**src/rtl/rf_wb_arbiter.sv**
```systemverilog
// Writeback arbiter: picks one of two writeback requesters per cycle
// (round-robin on contention), registers the winner onto the register-file
// write port with a fixed 1-cycle latency, and keeps a per-register
// pending scoreboard that issue sets and writeback acceptance clears.

// One scoreboard bit: flush clears, set beats clear on the same edge.
module rf_wb_sb_bit (
    input  logic clk,
    input  logic nrst,
    input  logic flush,
    input  logic set,
    input  logic clr,
    output logic busy
);

    // A same-edge set means a newer producer was issued, so it must win.
    always_ff @(posedge clk or negedge nrst) begin
        if (!nrst)      busy <= 1'b0;
        else if (flush) busy <= 1'b0;
        else if (set)   busy <= 1'b1;
        else if (clr)   busy <= 1'b0;
    end

endmodule

module rf_wb_arbiter #(
    parameter int DATA_W = 32,
    parameter int ADDR_W = 5
) (
    input  logic                    clk,
    input  logic                    nrst,
    input  logic                    req0_valid,
    input  logic [ADDR_W-1:0]       req0_addr,
    input  logic [DATA_W-1:0]       req0_data,
    output logic                    req0_ready,
    input  logic                    req1_valid,
    input  logic [ADDR_W-1:0]       req1_addr,
    input  logic [DATA_W-1:0]       req1_data,
    output logic                    req1_ready,
    input  logic                    flush,
    input  logic                    sb_set_en,
    input  logic [ADDR_W-1:0]       sb_set_addr,
    output logic                    rf_wr_en,
    output logic [ADDR_W-1:0]       rf_wr_addr,
    output logic [DATA_W-1:0]       rf_wr_data,
    output logic [(2**ADDR_W)-1:0]  sb_busy
);

    localparam int NREG = 2 ** ADDR_W;

    typedef struct packed {
        logic [ADDR_W-1:0] addr;
        logic [DATA_W-1:0] data;
    } wb_req_t;

    wb_req_t req0, req1, acc, wr_q;
    logic    last_grant;   // 0 = req0 won last, 1 = req1 won last
    logic    hs0, hs1, hs;
    logic    wr_vld_in;
    logic    wr_vld_q;

    assign req0 = '{addr: req0_addr, data: req0_data};
    assign req1 = '{addr: req1_addr, data: req1_data};

    // Ready is purely combinational so the requester sees the grant in the
    // same cycle; on contention the one that did not win last time goes.
    always_comb begin
        req0_ready = 1'b0;
        req1_ready = 1'b0;
        if (!flush) begin
            if (req0_valid && req1_valid) begin
                req0_ready = last_grant;
                req1_ready = !last_grant;
            end else begin
                req0_ready = req0_valid;
                req1_ready = req1_valid;
            end
        end
    end

    assign hs0       = req0_valid & req0_ready;
    assign hs1       = req1_valid & req1_ready;
    assign hs        = hs0 | hs1;
    assign acc       = hs1 ? req1 : req0;
    // Writes to register 0 are accepted but never reach the register file.
    assign wr_vld_in = hs && (acc.addr != '0);

    // Round-robin pointer; reset value makes req0 win the first contention.
    always_ff @(posedge clk or negedge nrst) begin
        if (!nrst)   last_grant <= 1'b1;
        else if (hs) last_grant <= hs1;
    end

    // Write-port stage: enable is a single-cycle pulse, addr/data hold.
    always_ff @(posedge clk or negedge nrst) begin
        if (!nrst) begin
            wr_vld_q <= 1'b0;
            wr_q     <= '0;
        end else begin
            wr_vld_q <= wr_vld_in;
            if (hs) wr_q <= acc;
        end
    end

    assign rf_wr_en   = wr_vld_q;
    assign rf_wr_addr = wr_q.addr;
    assign rf_wr_data = wr_q.data;

    // Register 0 is hardwired and can never be pending.
    assign sb_busy[0] = 1'b0;

    // One scoreboard bit per architectural register.
    genvar i;
    generate
        for (i = 1; i < NREG; i++) begin : g_sb
            rf_wb_sb_bit u_sb (
                .clk   (clk),
                .nrst  (nrst),
                .flush (flush),
                .set   (sb_set_en && (sb_set_addr == ADDR_W'(i))),
                .clr   (hs && (acc.addr == ADDR_W'(i))),
                .busy  (sb_busy[i])
            );
        end
    endgenerate

endmodule

```
**config.mk**
```make
export PLATFORM = sky130hd
export DESIGN_NAME = rf_wb_arbiter
export DESIGN_NICKNAME = d
export VERILOG_FILES = /design/src/rtl/rf_wb_arbiter.sv
export SDC_FILE = /design/constraint.sdc
export NUM_CORES = 1
export LEC_CHECK = 0
export CAP_MARGIN = 10
export CORE_ASPECT_RATIO = 1.25
export CORE_MARGIN = 2
export CORE_UTILIZATION = 40
export DETAILED_ROUTE_END_ITERATION = 7
export GPL_TIMING_DRIVEN = 0
export PLACE_DENSITY = 0.81
export SLEW_MARGIN = 20
export SYNTH_ARGS = -nofsm -noshare
export SYNTH_HDL_FRONTEND = slang
export SYNTH_SLANG_ARGS = --single-unit
```
**constraint.sdc**
```tcl
create_clock -name clk -period 1.5 [get_ports clk]
set_input_delay 0.3 -clock clk [delete_from_list [all_inputs] [get_ports clk]]
set_output_delay 0.3 -clock clk [all_outputs]
set_load 0.02 [all_outputs]
```
* After elaboration in Yosys (flattened, before gate mapping)
Cells that the tools add are included.
** Storage, ports and cells
- Flip-flop bits (word level) :: 70
- Word-level logic and storage cells :: 295
** Operators by class
- Equality and inequality tests :: 62
- Muxes and demuxes :: 98
- Bitwise operators :: 3
- Reductions and logical operators :: 97
** Operator list (number)
- 5-bit == test, second input constant :: 32
- 1-bit two-way mux :: 97
- 3-bit nonzero test :: 31
- 5-bit by 4-bit == test with 1-bit output, second input constant :: 16
- 1-bit logical AND :: 64
- 5-bit by 3-bit == test with 1-bit output, second input constant :: 8
- 37-bit two-way mux :: 1
- 5-bit by 2-bit == test with 1-bit output, second input constant :: 4
- 5-bit by 1-bit == test with 1-bit output, second input constant :: 2
- 5-bit nonzero test :: 1
- 1-bit AND :: 2
- 1-bit logical NOT :: 1
- 1-bit OR :: 1

* Longest topological paths before layout
Gate-level depths: netlist of the first run.
- Depth in word-level cells :: 10
- Depth in mapped cells :: 7
- Depth with buffers taken out :: 5

* Hierarchy
Synthesis of the first run repeated with hierarchy kept, for this count alone.
** Unflattened totals
- Cell total of the unflattened synthesis :: 491
- Area, all modules :: 4126.5 sq um
** By module, submodules not included
- rf_wb_arbiter :: times used 1, cells each 367, area each 2768.9 sq um
- rf_wb_sb_bit :: times used 31, cells each 4, area each 43.8 sq um

* Worst setup path before layout of the first run
Ideal clock, no wire load.
- Path type :: input port to output port
- Start point :: input port flush
- End point :: output port req0_ready
- Arrival :: 1.199 ns
- Path slack :: 0.001 ns
- Stages :: 4
- Buffers on the path :: 3
- Path through :: buf_2 buf_1 clkbuf_1 nor2_1
** On the way
- Word-level cells in the longest chain between the ends :: 1
** RTL lines
- from (decl) :: line 40 : input logic flush,
- 1-bit two-way mux :: line 70 : if (!flush) begin
- to (decl) :: line 35 : output logic req0_ready,
Every way passes these cells.

* Worst setup path after layout of the first run
- Start point :: register last_grant
- End point :: register g_sb[4].u_sb.busy
** On the way
- Word-level cells in the longest chain between the ends :: 8
- Elaborated cells between the ends (all ways) :: 12
- Classes of those cells :: eq/ne (1); mux (5); bitwise (3); reduce/logical (3)
** RTL lines
- from (decl) :: line 57 : logic last_grant;
- from (signal assigned) :: line 91 : else if (hs) last_grant <= hs1;
- 1-bit logical NOT :: line 73 : req1_ready = !last_grant;
- 1-bit two-way mux :: line 71 : if (req0_valid && req1_valid) begin
- 1-bit two-way mux :: line 70
- 1-bit AND :: line 82 : assign hs1 = req1_valid & req1_ready;
- 37-bit two-way mux :: line 84 : assign acc = hs1 ? req1 : req0;
- 5-bit by 3-bit == test with 1-bit output :: line 121 : .clr (hs && (acc.addr == ADDR_W'(i))),
- 1-bit logical AND (*) :: line 121
- 3-bit nonzero test (no line) (*)
- to (signal assigned) :: line 19 : else if (flush) busy <= 1'b0;
- to (signal assigned) :: line 20 : else if (set) busy <= 1'b1;
- to (signal assigned) :: line 21 : else if (clr) busy <= 1'b0;
- to (decl) :: line 13 : output logic busy
Every way passes the cells marked *; elsewhere a longest branch is shown, timed or not.
A chain may end at the register's enable or synchronous reset.

==> flow_metrics.env, run 1 <==
export IMPL_arrival_ps=1960
export IMPL_startpoint_type="flop"
export IMPL_hold_path_class="input port to flop"
export IMPL_cts_buffers=9
export IMPL_first_pass_iters=5
export IMPL_drc=0
export IMPL_drive_gt1_share_pct=26.94
export IMPL_hold_depth=3
export IMPL_pwr_share_comb_pct=25.2
export IMPL_cts_htree_levels=3
export IMPL_synth_seq_cells=70
export IMPL_status="finished with violations"
export IMPL_die_w_microns=92.46
export IMPL_layout_common_cells="73 x dlygate4sd2_1, 70 x clkdlybuf4s50_1, 69 x dfrtp_1"
export IMPL_rows=40
export IMPL_syn_num_nets=512
export IMPL_insertion_delay_ps=350
export IMPL_final_cell_area_sq_um=6706
export IMPL_vias=4194
export IMPL_cts_clk_slew_worst_paths_ps=60
export IMPL_power_frac_seq_pct=34.5
export IMPL_final_common_cell="dlygate4sd2_1"
export IMPL_synth_area_per_cell_sq_um=9.163
export IMPL_antenna_found_initial=0
export IMPL_io_pins=157
export IMPL_max_stage_delay_ps=390
export IMPL_die_h_microns=114.6
export IMPL_cap_violations=0
export IMPL_slew_violations=0
export IMPL_final_nets=700
export IMPL_p_switching_w=0.001778
export IMPL_cts_tree="yes"
export IMPL_syn_cell_area_sq_um=3913
export IMPL_fin_util_pct=70.16
export IMPL_area_growth_pct=71.41
export IMPL_worstSetupEndpointType="flop"
export IMPL_path_max_fanout=6
export IMPL_min_period_ps=1715
export IMPL_async_reset_ff_share_pct=100.0
export IMPL_overflow=0
export IMPL_p_leak_nw=3.165
export IMPL_synth_distinct_cells=37
export IMPL_p_int_w=0.004426
export IMPL_wl_per_cell_microns=19.24
export IMPL_switching_share_pct=28.66
export IMPL_grt_pass1_vias=4297
export IMPL_n_fill_cell=710
export IMPL_layout_worst_path_cycle_share_pct=114.3
export IMPL_crit_chain="a21bo_1 > buf_6 > buf_8 > o211ai_1 > o41ai_4 > a311oi_1"
export IMPL_worstMarginPinSlew_ps=712.3
export IMPL_crit_type="flop to flop"
export IMPL_required_ps=1740
export IMPL_initial_utilization_pct=40.93
export IMPL_grt_pass1_wl_mm=22.15
export IMPL_r2r_cells=6
export IMPL_clock_sinks=70
export IMPL_yosys_warnings=0
export IMPL_post_dp_cell_area_sq_um=5619
export IMPL_fin_skew_ps=3.746
export IMPL_cts_root_buf="clkbuf_16"
export IMPL_postRouteAntennaNets=0
export IMPL_clockBufferDepth=2
export IMPL_setup_viol_count_final=62
export IMPL_antenna_cells=0
export IMPL_syn_inst=427
export IMPL_fmax_mhz=583.2
export IMPL_synthFlopType="dfrtp_1"
export IMPL_portBuffers=153
export IMPL_die_area_sq_um=10590
export IMPL_grt_use_total_pct=27.07
export IMPL_power_total_w=0.006204
export IMPL_pre_cts_slack_ps=-882.9
export IMPL_rsz0062_at_grt="true"
export IMPL_grt_max_degree=40
export IMPL_crit_slowest_cell="dfstp_2"
export IMPL_ir_worst_vdd_mv=0.6035
export IMPL_drt_iter0_markers=379
export IMPL_hold_viol=0
export IMPL_routed_wl_mm=14.35
export IMPL_powerDensity_nw_per_um2=925.0
export IMPL_core_sq_um=9559
export IMPL_p_clk_share_pct=40.3
export IMPL_relSlewSlack_pct=52.51
export IMPL_setup_slack_ps=-214.7
export IMPL_yosysSeqAreaShare_pct=44.80
export IMPL_gp_congestion=0.9463
export IMPL_dp_hpwl_mm=9.889
export IMPL_violations="negative setup slack"
export IMPL_synth_edff_count=0
export IMPL_viasPerCell=5.622
[cell families (layout without fill, tap and decap cells)]
kind of cell           after synthesis  count (layout)  synth area share (%)
AO/OA/AOI/OAI                      145             145                 22.74
AND/OR/NAND/NOR                    113             113                 13.21
flip-flops                          70              70                 44.80
buffers and inverters               62             255                 9.945
multiplexers                        36              36                 9.210
other                                1               1               0.09585
[per-layer routing]
| metal | global-route usage [%] | share of wire (%) | up-vias | wire (microns) |
|---|---|---|---|---|
| met2 | 48.56 | 50 | 260 | 7231 |
| met5 | 0 | 0 | - | 0 |
| met3 | 6.912 | 9.1 | 62 | 1301 |
| met1 | 28.70 | 35 | 1959 | 5009 |
| met4 | 15.22 | 5.6 | 0 | 811 |
| li1 | - | - | 1913 | - |
[power by group through the flow]
stage	Sequential, W	Combinational (W)	Clock, W
after floorplan	0.00232	0.000440	0
after global placement	0.00216	0.00133	0
after detailed placement	0.00217	0.00135	0
after CTS	0.00214	0.00144	0.00250
after global routing	0.00215	0.00166	0.00260
final	0.00214	0.00156	0.00250
[flip-flops by register name (all words and copies together), names as in the netlist]
signal / cells
rf_wr_data: 32
last_grant: 1
rf_wr_en: 1
g_sb.u_sb.busy: 31
rf_wr_addr: 5
[final cells by class]
cell class,instances,area (sq um),area share [%]
inverter,2,8.758,0.1306
timing repair buffer,177,1748,26.06
clock buffer,11,242.7,3.619
buffer,60,481.7,7.183
multi-input combinational,295,2208,32.93
tap,126,157.7,2.351
sequential,70,1753,26.14
clock inverter,5,106.4,1.586
[worst paths after layout]
kind                            slack [ps]            from           endpoint
worst min register to register         480  rf_wr_data[16]     rf_wr_data[16]
worst max register to register        -210      last_grant  g_sb[4].u_sb.busy
worst max-delay path                  -210      last_grant  g_sb[4].u_sb.busy
max in group asynchronous              420            nrst         last_grant
min in group asynchronous              470            nrst     rf_wr_data[22]
worst min-delay path                   460    req1_addr[1]      rf_wr_addr[1]
[synth_stat cells, types with 3 or more instances]
library cell | n | area (sq um)
buf_1 | 3 | 11.26
o31ai_1 | 4 | 30.03
a311oi_1 | 15 | 131.4
buf_2 | 7 | 35.03
a31o_2 | 4 | 35.03
mux2i_1 | 36 | 360.4
nand2b_1 | 8 | 50.05
nor2b_1 | 7 | 43.79
a31oi_1 | 4 | 25.02
clkbuf_1 | 12 | 45.04
o211ai_1 | 5 | 37.54
o41ai_1 | 6 | 52.55
a21oi_1 | 42 | 210.2
nand2_1 | 54 | 202.7
nor3_1 | 5 | 25.02
nor4_1 | 4 | 25.02
nand3_1 | 7 | 35.03
dfrtp_1 | 69 | 1727
o2111ai_1 | 6 | 52.55
buf_4 | 35 | 262.8
o21ai_0 | 53 | 265.3
nor2_1 | 21 | 78.83
[worst max-delay path: cells and delay by family, from the launching register on]
kind	cells	cell delay, ps
buffers and inverters	2	280
AO/OA/AOI/OAI	4	940
flip-flops	1	390
[metrics by stage]
step	instances	setup TNS, ps	hold slack, ps
global placement	706	-189190	459.9
CTS	739	-5654	446.3
global route	746	-9511	472.9
finish	746	-5586	458.5
floorplan	427	0	4.409
detailed placement	707	-41850	303.0
[what timing repair did]
action                                 4_1_cts  5_1_grt
gates cloned                                 4        1
setup endpoints to repair                  140       74
pin swaps                                   11       15
buffers inserted                            11        6
resized for setup                          174       69
endpoints found under the hold margin       38        0
hold buffers                                 1        0
Note: power is estimated with default switching activity, not from simulation.
==> run 2, diff against run 1 <==
--- a/config.mk
+++ b/config.mk
@@ -10,7 +10,6 @@
 export CORE_MARGIN = 2
 export CORE_UTILIZATION = 40
 export DETAILED_ROUTE_END_ITERATION = 7
-export GPL_TIMING_DRIVEN = 0
 export PLACE_DENSITY = 0.81
 export SLEW_MARGIN = 20
 export SYNTH_ARGS = -nofsm -noshare
==> run 2 against run 1 <==
  * The run still ends with negative setup slack left
  * First-iteration DRC count grew 7.4%
  * Sequential power hardly changed
  * Core utilization increased by 0.092 points
  * Clock power shrank 16%
  * Routed wire length grew 6.2%
  * Die area did not move
  * Final area rose by 0.13%
  * Combinational power rose by 4%
  * Sequential cell count is the same
==> flow_metrics.env, run 2 (synthesis gave the netlist of run 1 again) <==
export IMPL_grt_use_total_pct=25.95
export IMPL_hp_start="req1_addr[0]"
export IMPL_ir_worst_vdd_mv=0.7254
export IMPL_largest_reg_flops=32
export IMPL_area_growth_pct=71.63
export IMPL_n_fill_cell=677
export IMPL_die_h_microns=114.6
export IMPL_layout_common_cells="76 x clkdlybuf4s50_1, 73 x dlygate4sd2_1, 69 x dfrtp_1"
export IMPL_layout_worst_path_cycle_share_pct=115.1
export IMPL_path_max_fanout=8
export IMPL_portBuffers=155
export IMPL_powerDensity_nw_per_um2=871.0
export IMPL_drt_iter0_markers=407
export IMPL_finalSetupTns_ps=-4265
export IMPL_hold_viol=0
export IMPL_cap_violations=0
export IMPL_p_leak_nw=3.131
export IMPL_core_sq_um=9559
export IMPL_drive_gt1_share_pct=27.18
export IMPL_worstSetupEndpointType="flop"
export IMPL_antenna_cells=0
export IMPL_grt_pass1_vias=4140
export IMPL_fmax_mhz=579.2
export IMPL_io_pins=157
export IMPL_grt_max_degree=46
export IMPL_fin_skew_ps=3.513
export IMPL_hold_path_class="input port to flop"
export IMPL_vias=4293
export IMPL_setup_viol_count_final=69
export IMPL_holdPathEnd="rf_wr_addr[0]"
export IMPL_timing_rr_end="g_sb[14].u_sb.busy"
export IMPL_rows=40
export IMPL_cts_clk_slew_worst_paths_ps=60
export IMPL_crit_type="flop to flop"
export IMPL_setup_slack_ps=-226.5
export IMPL_min_period_ps=1727
export IMPL_viasPerCell=5.857
export IMPL_rsz0062_at_grt="true"
export IMPL_die_area_sq_um=10590
export IMPL_cts_buffers=9
export IMPL_violations="negative setup slack"
export IMPL_cts_root_buf="clkbuf_16"
export IMPL_fin_util_pct=70.25
export IMPL_antenna_found_initial=0
export IMPL_rrSetupSlack_ps=-230
export IMPL_arrival_ps=1970
export IMPL_hold_depth=3
export IMPL_required_ps=1740
export IMPL_reg2reg_from="last_grant"
export IMPL_clock_sinks=70
export IMPL_dp_hpwl_mm=9.467
export IMPL_r2r_cells=7
export IMPL_slew_violations=0
export IMPL_insertion_delay_ps=340
export IMPL_cts_tree="yes"
export IMPL_startpoint_type="flop"
export IMPL_drc=0
export IMPL_routed_wl_mm=15.25
export IMPL_die_w_microns=92.46
export IMPL_status="finished with violations"
export IMPL_cts_htree_levels=3
export IMPL_final_nets=687
export IMPL_whs_ps=413.8
export IMPL_gp_congestion=0.9988
export IMPL_postRouteAntennaNets=0
export IMPL_grt_pass1_wl_mm=21.29
export IMPL_initial_utilization_pct=40.93
export IMPL_clockBufferDepth=2
export IMPL_first_pass_iters=5
export IMPL_final_common_cell="clkdlybuf4s50_1"
export IMPL_wl_per_cell_microns=20.81
export IMPL_overflow=0
[run 2: cell types whose count changed in the layout (fill, tap and decap cells not counted), moves of 4 or more]
cell / delta
nor4_4: +4
o21ai_0: +11
mux2i_2: -7
clkbuf_2: -11
a311oi_2: +13
o21ai_1: -12
mux2i_1: +8
clkdlybuf4s50_1: +6
a21oi_1: -12
a21oi_2: +12
nor2_1: +5
a311oi_1: -13
[run 2: timing repair]
| action | 4_1_cts | 5_1_grt |
|---|---|---|
| endpoints found under the hold margin | 14 | 0 |
| pin swaps | 15 | 22 |
| setup buffers | 1 | 7 |
| gates resized for setup | 151 | 57 |
| hold buffers | 1 | 0 |
| setup endpoints to repair | 135 | 55 |
| cloned | 3 | 3 |
[run 2: worst max-delay path: stages, from the launching register on]
cell	delay [ps]
dfstp_2	380
buf_6	110
a21bo_4	230
buf_12	150
buf_4	140
o2111ai_4	240
o31ai_4	150
a311oi_2	210
[run 2: area by class of cell]
cell class                      instances  area [sq um]  area share [%]
Inverter                                2         8.758          0.1304
Clock buffer                           12         236.5           3.522
Sequential cell                        70          1753           26.10
Multi-Input combinational cell        295          2351           35.01
Tap cell                              126         157.7           2.348
Clock inverter                          4         47.55          0.7080
Timing Repair Buffer                  224          2161           32.18
[run 2: through the flow]
step	instance area [sq um]	total power [W]	setup WS, ps	cells
after floorplan	3913	0.002764	1.054	427
after global placement	5744	0.003562	-634.1	707
after detailed placement	5744	0.003596	-584.4	707
after CTS	6352	0.005697	-167.6	725
after global routing	6715	0.006025	-231.2	733
final	6715	0.005849	-226.5	733
[run 2: report_power, final]
part | internal (W) | switching (W)
combinational | 0.000731 | 0.000892
clock | 0.00128 | 0.000809
sequential | 0.00204 | 0.0000910
[run 2: how the worst max path moves through the flow]
| stage | from | to | slack [ps] | cells past startpoint |
|---|---|---|---|---|
| after floorplan | flush | req0_ready | 1 | 4 |
| after global placement | req1_valid | g_sb[27].u_sb.busy | -630 | 7 |
| after detailed placement | req1_valid | g_sb[27].u_sb.busy | -580 | 7 |
| after CTS | last_grant | req0_ready | -170 | 4 |
| after global routing | last_grant | g_sb[14].u_sb.busy | -230 | 7 |
| final | last_grant | g_sb[14].u_sb.busy | -230 | 7 |
[run 2: metal layers]
layer  vias to the layer above  share of wire (%)  GRT usage [%]
met3                        68                9.2          6.452
li1                       1884                  -              -
met4                         0                5.0          13.13
met2                       304                 51          45.89
met1                      2037                 34          28.83
met5                         -                  0              0
==> run 3, diff against run 2 <==
--- a/config.mk
+++ b/config.mk
@@ -5,8 +5,9 @@
 export SDC_FILE = /design/constraint.sdc
 export NUM_CORES = 1
 export LEC_CHECK = 0
+export ABC_AREA = 0
 export CAP_MARGIN = 10
-export CORE_ASPECT_RATIO = 1.25
+export CORE_ASPECT_RATIO = 0.75
 export CORE_MARGIN = 2
 export CORE_UTILIZATION = 40
 export DETAILED_ROUTE_END_ITERATION = 7
==> run 3 against run 2 <==
  * The flow still finishes with violations (negative setup slack)
  * Final area up 3.2%
  * Sequential power hardly changed
  * Core utilization increased by 2.1 points
  * Sequential share of layout area fell by 0.80 points
  * Critical path type unchanged
==> flow_metrics.env, run 3 (synthesis gave the netlist of run 1 again) <==
export IMPL_cts_tree="yes"
export IMPL_seq_area_sq_um=1753
export IMPL_worst_path_most_repeated_cell="buf_12"
export IMPL_die_w_microns=118.2
export IMPL_status="finished with violations"
export IMPL_n_fill_cell=697
export IMPL_final_common_cell="dlygate4sd2_1"
export IMPL_layout_worst_path_cycle_share_pct=114.3
export IMPL_startpoint="last_grant"
export IMPL_die_h_microns=89.65
export IMPL_postRouteAntennaNets=0
export IMPL_setup_viol_count_final=65
export IMPL_cts_clk_slew_worst_paths_ps=60
export IMPL_power_frac_seq_pct=34.2
export IMPL_slew_violations=0
export IMPL_insertion_delay_ps=330
export IMPL_io_pins=157
export IMPL_cts_buffers=9
export IMPL_p_switching_w=0.001787
export IMPL_cts_root_buf="clkbuf_16"
export IMPL_rrSetupSlack_ps=-210
export IMPL_portBuffers=155
export IMPL_crit_chain="nand2_2 > nand3_4 > buf_12 > buf_12 > o41ai_4 > buf_4 > a311oi_1"
export IMPL_finalSetupTns_ps=-7703
export IMPL_powerDensity_nw_per_um2=898.8
export IMPL_layout_common_cells="77 x dlygate4sd2_1, 71 x clkdlybuf4s50_1, 69 x dfrtp_1"
export IMPL_r2r_cells=7
export IMPL_violations="negative setup slack"
export IMPL_p_int_w=0.004440
export IMPL_vias=4228
export IMPL_clock_sinks=70
export IMPL_drive_gt1_share_pct=29.08
export IMPL_worstSetupEndpointType="flop"
export IMPL_worstMarginPinSlew_ps=487.8
export IMPL_antenna_found_initial=0
export IMPL_path_buf_inv=3
export IMPL_hold_path_class="input port to flop"
export IMPL_timing_rr_end="g_sb[4].u_sb.busy"
export IMPL_grt_pass1_vias=4075
export IMPL_fin_util_pct=72.31
export IMPL_hold_viol=0
export IMPL_hold_depth=3
export IMPL_p_clk_share_pct=38.9
export IMPL_viasPerCell=5.630
export IMPL_cts_htree_levels=3
export IMPL_path_max_fanout=5
export IMPL_grt_use_total_pct=26.78
export IMPL_holdPathEnd="rf_wr_addr[0]"
export IMPL_multiInputGateArea_sq_um=2332
export IMPL_wl_per_cell_microns=20.17
export IMPL_antenna_cells=0
export IMPL_ir_worst_vdd_mv=0.5906
export IMPL_startpoint_type="flop"
export IMPL_die_area_sq_um=10600
export IMPL_grt_pass1_wl_mm=21.71
export IMPL_fin_skew_ps=3.854
export IMPL_gp_congestion=1.027
export IMPL_crit_slowest_cell="dfstp_2"
export IMPL_min_period_ps=1715
export IMPL_drt_iter0_markers=363
export IMPL_rsz0062_at_grt="true"
export IMPL_drc=0
export IMPL_hp_start="req0_addr[0]"
export IMPL_area_growth_pct=77.07
export IMPL_final_nets=700
export IMPL_crit_type="flop to flop"
export IMPL_required_ps=1700
export IMPL_setup_slack_ps=-214.6
export IMPL_arrival_ps=1910
export IMPL_routed_wl_mm=15.15
export IMPL_clockBufferDepth=2
export IMPL_cap_violations=0
export IMPL_dp_hpwl_mm=10.04
export IMPL_first_pass_iters=5
export IMPL_initial_utilization_pct=40.84
export IMPL_switching_share_pct=28.70
export IMPL_pwr_share_comb_pct=26.9
export IMPL_grt_max_degree=71
export IMPL_core_sq_um=9580
export IMPL_rows=31
export IMPL_overflow=0
export IMPL_largest_reg_flops=32
export IMPL_reg2reg_from="last_grant"
export IMPL_p_leak_nw=3.271
export IMPL_cp_top_family="buffers and inverters"
export IMPL_max_stage_delay_ps=400
export IMPL_fmax_mhz=583.2
export IMPL_relSlewSlack_pct=67.14
==> run 3: through the flow <==
step	std cells	hold WS [ps]	setup WS (ps)	area (sq um)	total power, W
finish	751	463.9	-214.6	6928	0.006227
floorplan	427	4.409	1.054	3913	0.002764
detailed placement	723	338.5	-713.8	5829	0.003613
global placement	723	334.6	-703.0	5829	0.003590
CTS	745	476.8	-186.4	6375	0.006019
global route	751	495.8	-284.8	6928	0.006459
==> run 3: worst max path at each step <==
stage / endpoint / cells past startpoint / slack, ps
after floorplan: req0_ready / 4 / 1
after global placement: g_sb[15].u_sb.busy / 5 / -700
after detailed placement: g_sb[15].u_sb.busy / 5 / -710
after CTS: req1_ready / 4 / -190
after global routing: req0_ready / 4 / -280
final: g_sb[4].u_sb.busy / 7 / -210
==> run 3: final cells by class <==
type	count	share of cell area (%)
multi-input combinational	296	33.66
inverter	2	0.1445
clock inverter	6	1.607
clock buffer	9	3.251
timing repair buffer	236	33.65
sequential	70	25.30
tap	132	2.384
==> run 3: worst register-to-register path: cells and delay by family (launching register included) <==
family	cells	cell delay, ps
simple gates	2	270
buf+inv	3	520
compound gates	2	400
flops	1	400
==> run 3: layer usage <==
layer	track usage, %	part of all wire (%)	wire (microns)
met1	35.46	43	6452
met2	40.51	45	6807
met3	10.35	9.9	1505
met4	9.310	2.5	383
met5	0	0	0
==> run 3: what timing repair did <==
item,4_1_cts,5_1_grt
gates cloned,3,4
gates resized for setup,132,113
setup buffers,3,8
hold endpoints to repair,63,0
hold buffers,1,0
pin swaps,7,25
setup endpoints to repair,136,70
==> run 3: power groups by stage <==
stage	Sequential (W)	Combinational, W	Clock, W
2_1_floorplan	0.00232	0.000440	0
3_3_place_gp	0.00215	0.00144	0
3_5_place_dp	0.00216	0.00145	0
4_1_cts	0.00212	0.00145	0.00244
5_1_grt	0.00214	0.00178	0.00254
6_report	0.00213	0.00168	0.00242
